### config.mk
export PLATFORM = sky130hd
export DESIGN_NAME = gpio_mailbox_ctrl
export DESIGN_NICKNAME = d
export VERILOG_FILES = /design/src/rtl/gpio_mailbox_ctrl.sv
export SDC_FILE = /design/constraint.sdc
export NUM_CORES = 1
export LEC_CHECK = 0
export ABC_CLOCK_PERIOD_IN_PS = 6500
export CAP_MARGIN = 10
export CORE_MARGIN = 5
export CORE_UTILIZATION = 45
export DETAILED_ROUTE_END_ITERATION = 16
export PLACE_DENSITY = 0.8
export SYNTH_ARGS = -nofsm -noshare
export SYNTH_HDL_FRONTEND = slang
export SYNTH_SLANG_ARGS = --single-unit
### constraint.sdc
create_clock -name clk -period 6.5 [get_ports clk]
set_clock_uncertainty 0.2 [all_clocks]
set_input_delay 1.3 -clock clk [delete_from_list [all_inputs] [get_ports clk]]
set_output_delay 1.3 -clock clk [all_outputs]
set_load 0.02 [all_outputs]
### src/rtl/gpio_mailbox_ctrl.sv
// Turns PS EMIO GPIO request toggles into single valid/ready register-bus accesses.
// Results and a registered status word are returned on gpio_i, and the toggle is mirrored as ack.
module gpio_mailbox_ctrl #(
  parameter int SETTLE_CYCLES  = 4,
  parameter int TIMEOUT_CYCLES = 1024,
  parameter int STATUS_W       = 16
) (
  input  logic                clk,
  input  logic                reset,
  input  logic [63:0]         gpio_o,
  output logic [63:0]         gpio_i,
  output logic                reg_valid,
  output logic                reg_write,
  output logic [7:0]          reg_addr,
  output logic [31:0]         reg_wdata,
  input  logic                reg_ready,
  input  logic [31:0]         reg_rdata,
  input  logic [STATUS_W-1:0] status_in,
  output logic [2:0]          o_dbg_state
);

  // Bus handshake: an access completes on the cycle where reg_valid && reg_ready.
  // reg_write/reg_addr/reg_wdata stay constant while reg_valid is high; reg_valid
  // may be withdrawn without a handshake when the access times out.

  localparam int SET_W = (SETTLE_CYCLES > 1) ? $clog2(SETTLE_CYCLES) : 1;
  localparam int TMO_W = (TIMEOUT_CYCLES > 1) ? $clog2(TIMEOUT_CYCLES) : 1;
  localparam logic [SET_W-1:0] SET_MAX = SET_W'(SETTLE_CYCLES - 1);
  localparam logic [TMO_W-1:0] TMO_MAX = TMO_W'(TIMEOUT_CYCLES - 1);

  typedef enum logic [2:0] {
    ST_INIT   = 3'd0,
    ST_IDLE   = 3'd1,
    ST_SETTLE = 3'd2,
    ST_ISSUE  = 3'd3,
    ST_DONE   = 3'd4
  } state_t;

  state_t           r_state;
  state_t           w_state_nxt;
  logic [41:0]      r_snap;
  logic [SET_W-1:0] r_settle_cnt;
  logic [TMO_W-1:0] r_timeout_cnt;
  logic             r_ack;
  logic             r_err;
  logic [31:0]      r_rdata;
  logic [15:0]      r_status;
  logic [15:0]      w_status16;

  logic w_req_pending;
  logic w_gpio_changed;
  logic w_snap_load;
  logic w_settle_inc;
  logic w_launch;
  logic w_accept;
  logic w_timeout;
  logic w_busy;
  logic w_unused;

  assign w_req_pending  = (gpio_o[41] != r_ack);
  assign w_gpio_changed = (gpio_o[41:0] != r_snap);
  assign w_unused       = ^gpio_o[63:42];

  always_comb begin
    w_state_nxt  = r_state;
    w_snap_load  = 1'b0;
    w_settle_inc = 1'b0;
    w_launch     = 1'b0;
    w_accept     = 1'b0;
    w_timeout    = 1'b0;
    case (r_state)
      ST_INIT: w_state_nxt = ST_IDLE;
      ST_IDLE: begin
        if (w_req_pending) begin
          w_snap_load = 1'b1;
          w_state_nxt = ST_SETTLE;
        end
      end
      ST_SETTLE: begin
        // A double toggle cancels the command before any bus activity.
        if (!w_req_pending) begin
          w_state_nxt = ST_IDLE;
        end else if (w_gpio_changed) begin
          w_snap_load = 1'b1;
        end else if (r_settle_cnt == SET_MAX) begin
          w_launch    = 1'b1;
          w_state_nxt = ST_ISSUE;
        end else begin
          w_settle_inc = 1'b1;
        end
      end
      ST_ISSUE: begin
        if (reg_valid && reg_ready) begin
          w_accept    = 1'b1;
          w_state_nxt = ST_DONE;
        end else if (r_timeout_cnt == TMO_MAX) begin
          w_timeout   = 1'b1;
          w_state_nxt = ST_DONE;
        end
      end
      ST_DONE: w_state_nxt = ST_IDLE;
      default: w_state_nxt = ST_INIT;
    endcase
  end

  always_ff @(posedge clk) begin
    if (reset) begin
      r_state       <= ST_INIT;
      r_snap        <= '0;
      r_settle_cnt  <= '0;
      r_timeout_cnt <= '0;
      r_ack         <= 1'b0;
      r_err         <= 1'b0;
      r_rdata       <= '0;
      r_status      <= '0;
      reg_valid     <= 1'b0;
      reg_write     <= 1'b0;
      reg_addr      <= '0;
      reg_wdata     <= '0;
    end else begin
      r_state  <= w_state_nxt;
      r_status <= w_status16;
      // A req level already present out of reset is adopted as the ack level.
      if (r_state == ST_INIT) r_ack <= gpio_o[41];
      if (r_state == ST_DONE) r_ack <= r_snap[41];

      if (w_snap_load) begin
        r_snap       <= gpio_o[41:0];
        r_settle_cnt <= '0;
      end else if (w_settle_inc && (r_settle_cnt != SET_MAX)) begin
        r_settle_cnt <= r_settle_cnt + 1'b1;
      end

      if (w_launch) begin
        reg_valid     <= 1'b1;
        reg_write     <= r_snap[40];
        reg_addr      <= r_snap[39:32];
        reg_wdata     <= r_snap[31:0];
        r_timeout_cnt <= '0;
      end else if ((r_state == ST_ISSUE) && (r_timeout_cnt != TMO_MAX)) begin
        r_timeout_cnt <= r_timeout_cnt + 1'b1;
      end

      if (w_accept) begin
        reg_valid <= 1'b0;
        r_err     <= 1'b0;
        if (!reg_write) r_rdata <= reg_rdata;
      end else if (w_timeout) begin
        reg_valid <= 1'b0;
        r_err     <= 1'b1;
        r_rdata   <= 32'hDEAD_BEEF;
      end
    end
  end

  generate
    if (STATUS_W >= 16) begin : g_status_trunc
      assign w_status16 = status_in[15:0];
    end else begin : g_status_zext
      assign w_status16 = {{(16 - STATUS_W){1'b0}}, status_in};
    end
  endgenerate

  assign w_busy      = (r_state == ST_SETTLE) || (r_state == ST_ISSUE) || (r_state == ST_DONE);
  assign gpio_i      = {r_status, 4'b0000, w_busy, r_err, r_ack, 9'b0, r_rdata};
  assign o_dbg_state = r_state;

endmodule

# [Word level (Yosys, flattened, before mapping)]
# Cells that the tools add are included.
[totals] register_bits=149 latch_bits=0 ramBits=0 romBits=0 inputBits=115 out_inout_bits=109 wordCells=73 memories=0
[op_classes] add_sub_neg=2 mul=0 n_div=0 n_lt_le_gt_ge=0 eq_ne=15 shift=0 muxes=29 bitwise=0 n_reduce_logical=15
[op_table] operator="two-way mux 32 bit" count=3
[op_table] operator="!= test 42 bit" count=1
[op_table] operator="two-way mux 1 bit" count=18
[op_table] operator="two-way mux 3 bit" count=6
[op_table] operator="case mux 3 bit (4 select lines)" count=1
[op_table] operator="adder 10 x 1 -> 10 bit, second input constant" count=1
[op_table] operator="== test 10 bit, second input constant" count=1
[op_table] operator="!= test 10 bit, second input constant" count=1
[op_table] operator="!= test 3 bit, second input constant" count=3
[op_table] operator="OR reduction 2 bit" count=4
[op_table] operator="== test 3 x 2 -> 1 bit, second input constant" count=2
[op_table] operator="!= test 2 bit, second input constant" count=3
[op_table] operator="AND reduction 4 bit" count=1
[op_table] operator="nonzero test 2 bit" count=2
[op_table] operator="== test 3 x 1 -> 1 bit, second input constant" count=1
[op_table] operator="== test 3 bit, second input constant" count=1
[op_table] operator="logical AND 1 bit" count=3
[op_table] operator="logical NOT 3 bit" count=1
[op_table] operator="OR reduction 3 bit" count=1
[op_table] operator="adder 2 x 1 -> 2 bit, second input constant" count=1
[op_table] operator="== test 2 bit, second input constant" count=1
[op_table] operator="logical OR 1 bit" count=2
[op_table] operator="case mux 1 bit (2 select lines)" count=1
[op_table] operator="AND reduction 2 bit" count=1
[op_table] operator="!= test 1 bit" count=1

# [Logic depth before layout (Yosys ltp)]
[logic_depth] word_depth=6 ltp_mapped=9 mapped_depth_nobuf=7

# [Worst setup path after synthesis]
# No wires, ideal clock.
[synth_path] kind="input -> register" from="in gpio_o[15]" to="reg reg_addr[0]" setup_ns=0.128 t_arrival_ns=2.724 required_ns=6.172 path_slack_ns=3.448 cell_stages=8 path_cell_list="xor2_1 nor4_1 nand4_1 nor4_1 buf_4 buf_12 mux2i_1 nor2_1"
[synth_via] elab_chain_cells=4
[synth_rtl] element="start: declaration" line_no="10" rtl="input logic [63:0] gpio_o,"
[synth_rtl] element="!= test 42 bit" line_no="61" rtl="assign w_gpio_changed = (gpio_o[41:0] != r_snap);"
[synth_rtl] element="two-way mux 1 bit" line_no="83" rtl="end else if (w_gpio_changed) begin"
[synth_rtl] element="two-way mux 1 bit" line_no="81" rtl="if (!w_req_pending) begin"
[synth_rtl] element="two-way mux 1 bit" line_no="71" rtl="case (r_state)"
[synth_rtl] element="end signal: assignment" line_no="137" rtl="reg_addr <= r_snap[39:32];"
[synth_rtl] element="end: declaration" line_no="14" rtl="output logic [7:0] reg_addr,"
# Every way passes these cells.
# A chain may end at the register's enable or synchronous reset.

# [Final worst setup path]
[layout_path] from="in gpio_o[37]" to="reg r_snap[32]"
[layout_via] elab_chain_cells=4
[layout_rtl] element="!= test 42 bit" line_no="61"
[layout_rtl] element="two-way mux 1 bit" line_no="83"
[layout_rtl] element="two-way mux 1 bit" line_no="81"
[layout_rtl] element="case mux 1 bit (2 select lines)" line_no="71"
[layout_rtl] element="end signal: assignment" line_no="128" rtl="r_snap <= gpio_o[41:0];"
[layout_rtl] element="end: declaration" line_no="41" rtl="logic [41:0] r_snap;"
# Every way passes these cells.

==> impl_metrics.ini <==
[power_and_ir_drop]
p_leak_nw = 3.40
ir_worst_vdd_uv = 167
pwr_density_cell_nw_per_um2 = 291
power_mw = 2.59

[clock_tree]
numCtsBuffers = 17
clock_sinks = 149
clk_latency_ns = 0.42
cts_resized = 0
clkTransAtPathRegs_ns = 0.06
holdBufCountCts = 0
root_buffer = clkbuf_16
cts_tree = yes
cts_max_path_buffers = 2
htree_levels = 4
post_cts_buffers = 0

[global_routing]
grt_pass1_vias = 4793
grt_start_max_net_pins = 102
grt_overflow = 0
track_usage_pct = 18.1
grt_pass1_wl_um = 24300
antenna_found_initial = 0

[sta]
relSlewSlack_pct = 26.9
hold_viol_final = 0
max_slew.worst_pin.slew_ns = 1.09
rsz0062_at_grt = no
finalCritPeriodShare_pct = 62.5
fin_ws_ns = 2.44
period_minus_slack_ns = 4.06
final.setup.tns_ns = 0
slew_viol_final = 0
max_freq_ghz = 0.246
finalSetupViolations = 0
holdWs_ns = 0.248

[routing]
drt_pass1_iterations = 4
wire_per_inst_um = 14.5
wirelength_um = 15100
top_layer = met4
antenna_violating_nets_post_route = 0
drc = 0
routed-via-count = 5020
met2_length_um = 6950
routed-wl-met3_um = 1110
vias_per_cell = 4.82
wl_met1_um = 6840
drt_iter0_markers = 246

[layout]
final_common_cell = clkdlybuf4s50_1
area_growth_pct = 37.1
nets = 961
layout_common_cells = clkdlybuf4s50_1 (187), dfxtp_1 (149), mux2i_1 (87), nand2b_1 (84), nor2_1 (77)
post-route-util_pct = 62.0
antenna_cells = 0
layout-drive-gt1-share_pct = 5.72

[synthesis]
synthFlopType = dfxtp_1
synth_seq_area_share_pct = 45.9
synthArstFlopShare_pct = 0
avgSynthCellArea_um2 = 9.59
synth_edf_count = 0
ys_ff_latch = 149
yosysWarnings = 0
yosys.cell_types.count = 40
syn-cell-area_um2 = 6500
netlist_instances = 678

[die]
die_area_um2 = 16900
ios = 224
die_width_um = 130
die_y_um = 130
rows = 44
initial_utilization_pct = 45.2
coreArea_um2 = 14400

[placed_design]
place.gp.congestion = 0.751
dp_hpwl_um = 10600
numPortBuffers = 188
place_ws_ns = 1.95

[setup_path]
crit_type = in2reg
critPathMaxFanout = 26
arrival_ns = 4.20
cp-start-kind = input pin
required_ns = 6.64
cp-end-kind = flip-flop

[min_path]
hold_class = reg2reg

[flow_run]
drv_cap = 0

[run_status]
status = completed
-- cells in the mapped netlist (4+ instances only) --
master    count  share of area, %
dfxtp_1     149                46
mux2i_1      87                13
nand2b_1     84               8.1
nor2_1       77               4.4
nor3_1       64               4.9
xor2_1       46               6.2
clkbuf_1     28               1.6
buf_4        20               2.3
nand3_1      18               1.4
nor2b_1      17               1.6
nand2_1      15              0.87
a21oi_1      11              0.85
nor4_1        8              0.77
xnor2_1       6              0.81
nand4_1       5              0.48
buf_12        4               1.2
buf_6         4              0.69
-- path summary, 6_finish.rpt --
check / from / cells past startpoint / to / slack (ns)
max: gpio_o[37] / 8 / r_snap[32] / 2.44
min: r_rdata[14] / 2 / r_rdata[14] / 0.25
max reg2reg: r_snap[37] / 7 / r_snap[32] / 3.42
min reg2reg: r_rdata[14] / 2 / r_rdata[14] / 0.25
-- routing by layer --
layer	track usage, %	up-vias
met5	0	-
met4	5.50	0
met3	6.06	19
met2	28.0	126
met1	24.0	2301
li1	-	2574
-- registers in the layout, indices dropped and copies added, names as in the netlist --
| register | flops |
|---|---|
| r_timeout_cnt | 10 |
| r_rdata | 32 |
| r_settle_cnt | 2 |
| reg_wdata | 32 |
| reg_write | 1 |
| reg_valid | 1 |
| o_dbg_state | 3 |
| r_status | 16 |
| r_err | 1 |
| r_snap | 42 |
| r_ack | 1 |
| reg_addr | 8 |
-- worst max-delay path, stage by stage --
cell,delay (ns)
clkdlybuf4s50_1,0.44
xor2_1,0.15
nor4_1,0.49
nand4_1,0.29
nor2_1,0.22
o21a_2,0.70
buf_4,0.38
mux2i_1,0.22
-- cells by family after synthesis --
family	count (synthesis)	synth area share [%]
simple gates	306	25.2
flops	149	45.9
mux	87	13.4
buf+inv	60	6.14
xor+xnor	52	7.01
compound gates	21	1.94
fa+ha+maj	2	0.385
other cells	1	0.0577
-- final cells by class --
type / instances / area [µm²]
Fill cell: 1202 / 5460
Multi-Input combinational cell: 481 / 3170
Sequential cell: 149 / 2980
Timing Repair Buffer: 194 / 1920
Clock buffer: 19 / 453
Tap cell: 184 / 230
Clock inverter: 13 / 148
Inverter: 1 / 3.75
-- power breakdown --
| part | switching (mW) | internal (mW) | total, mW | leakage [nW] |
|---|---|---|---|---|
| combinational | 0.245 | 0.259 | 0.504 | 1.91 |
| clock | 0.400 | 0.590 | 0.990 | 0.283 |
| sequential | 0.0910 | 1.01 | 1.10 | 1.21 |
| total | 0.736 | 1.86 | 2.59 | 3.40 |
-- stage by stage --
step	cell area, µm²	instances
floorplan	6550	690
global placement	8310	1009
detailed placement	8310	1009
CTS	8910	1041
global route	8910	1041
finish	8910	1041
Power figures use the tool's default switching activity.
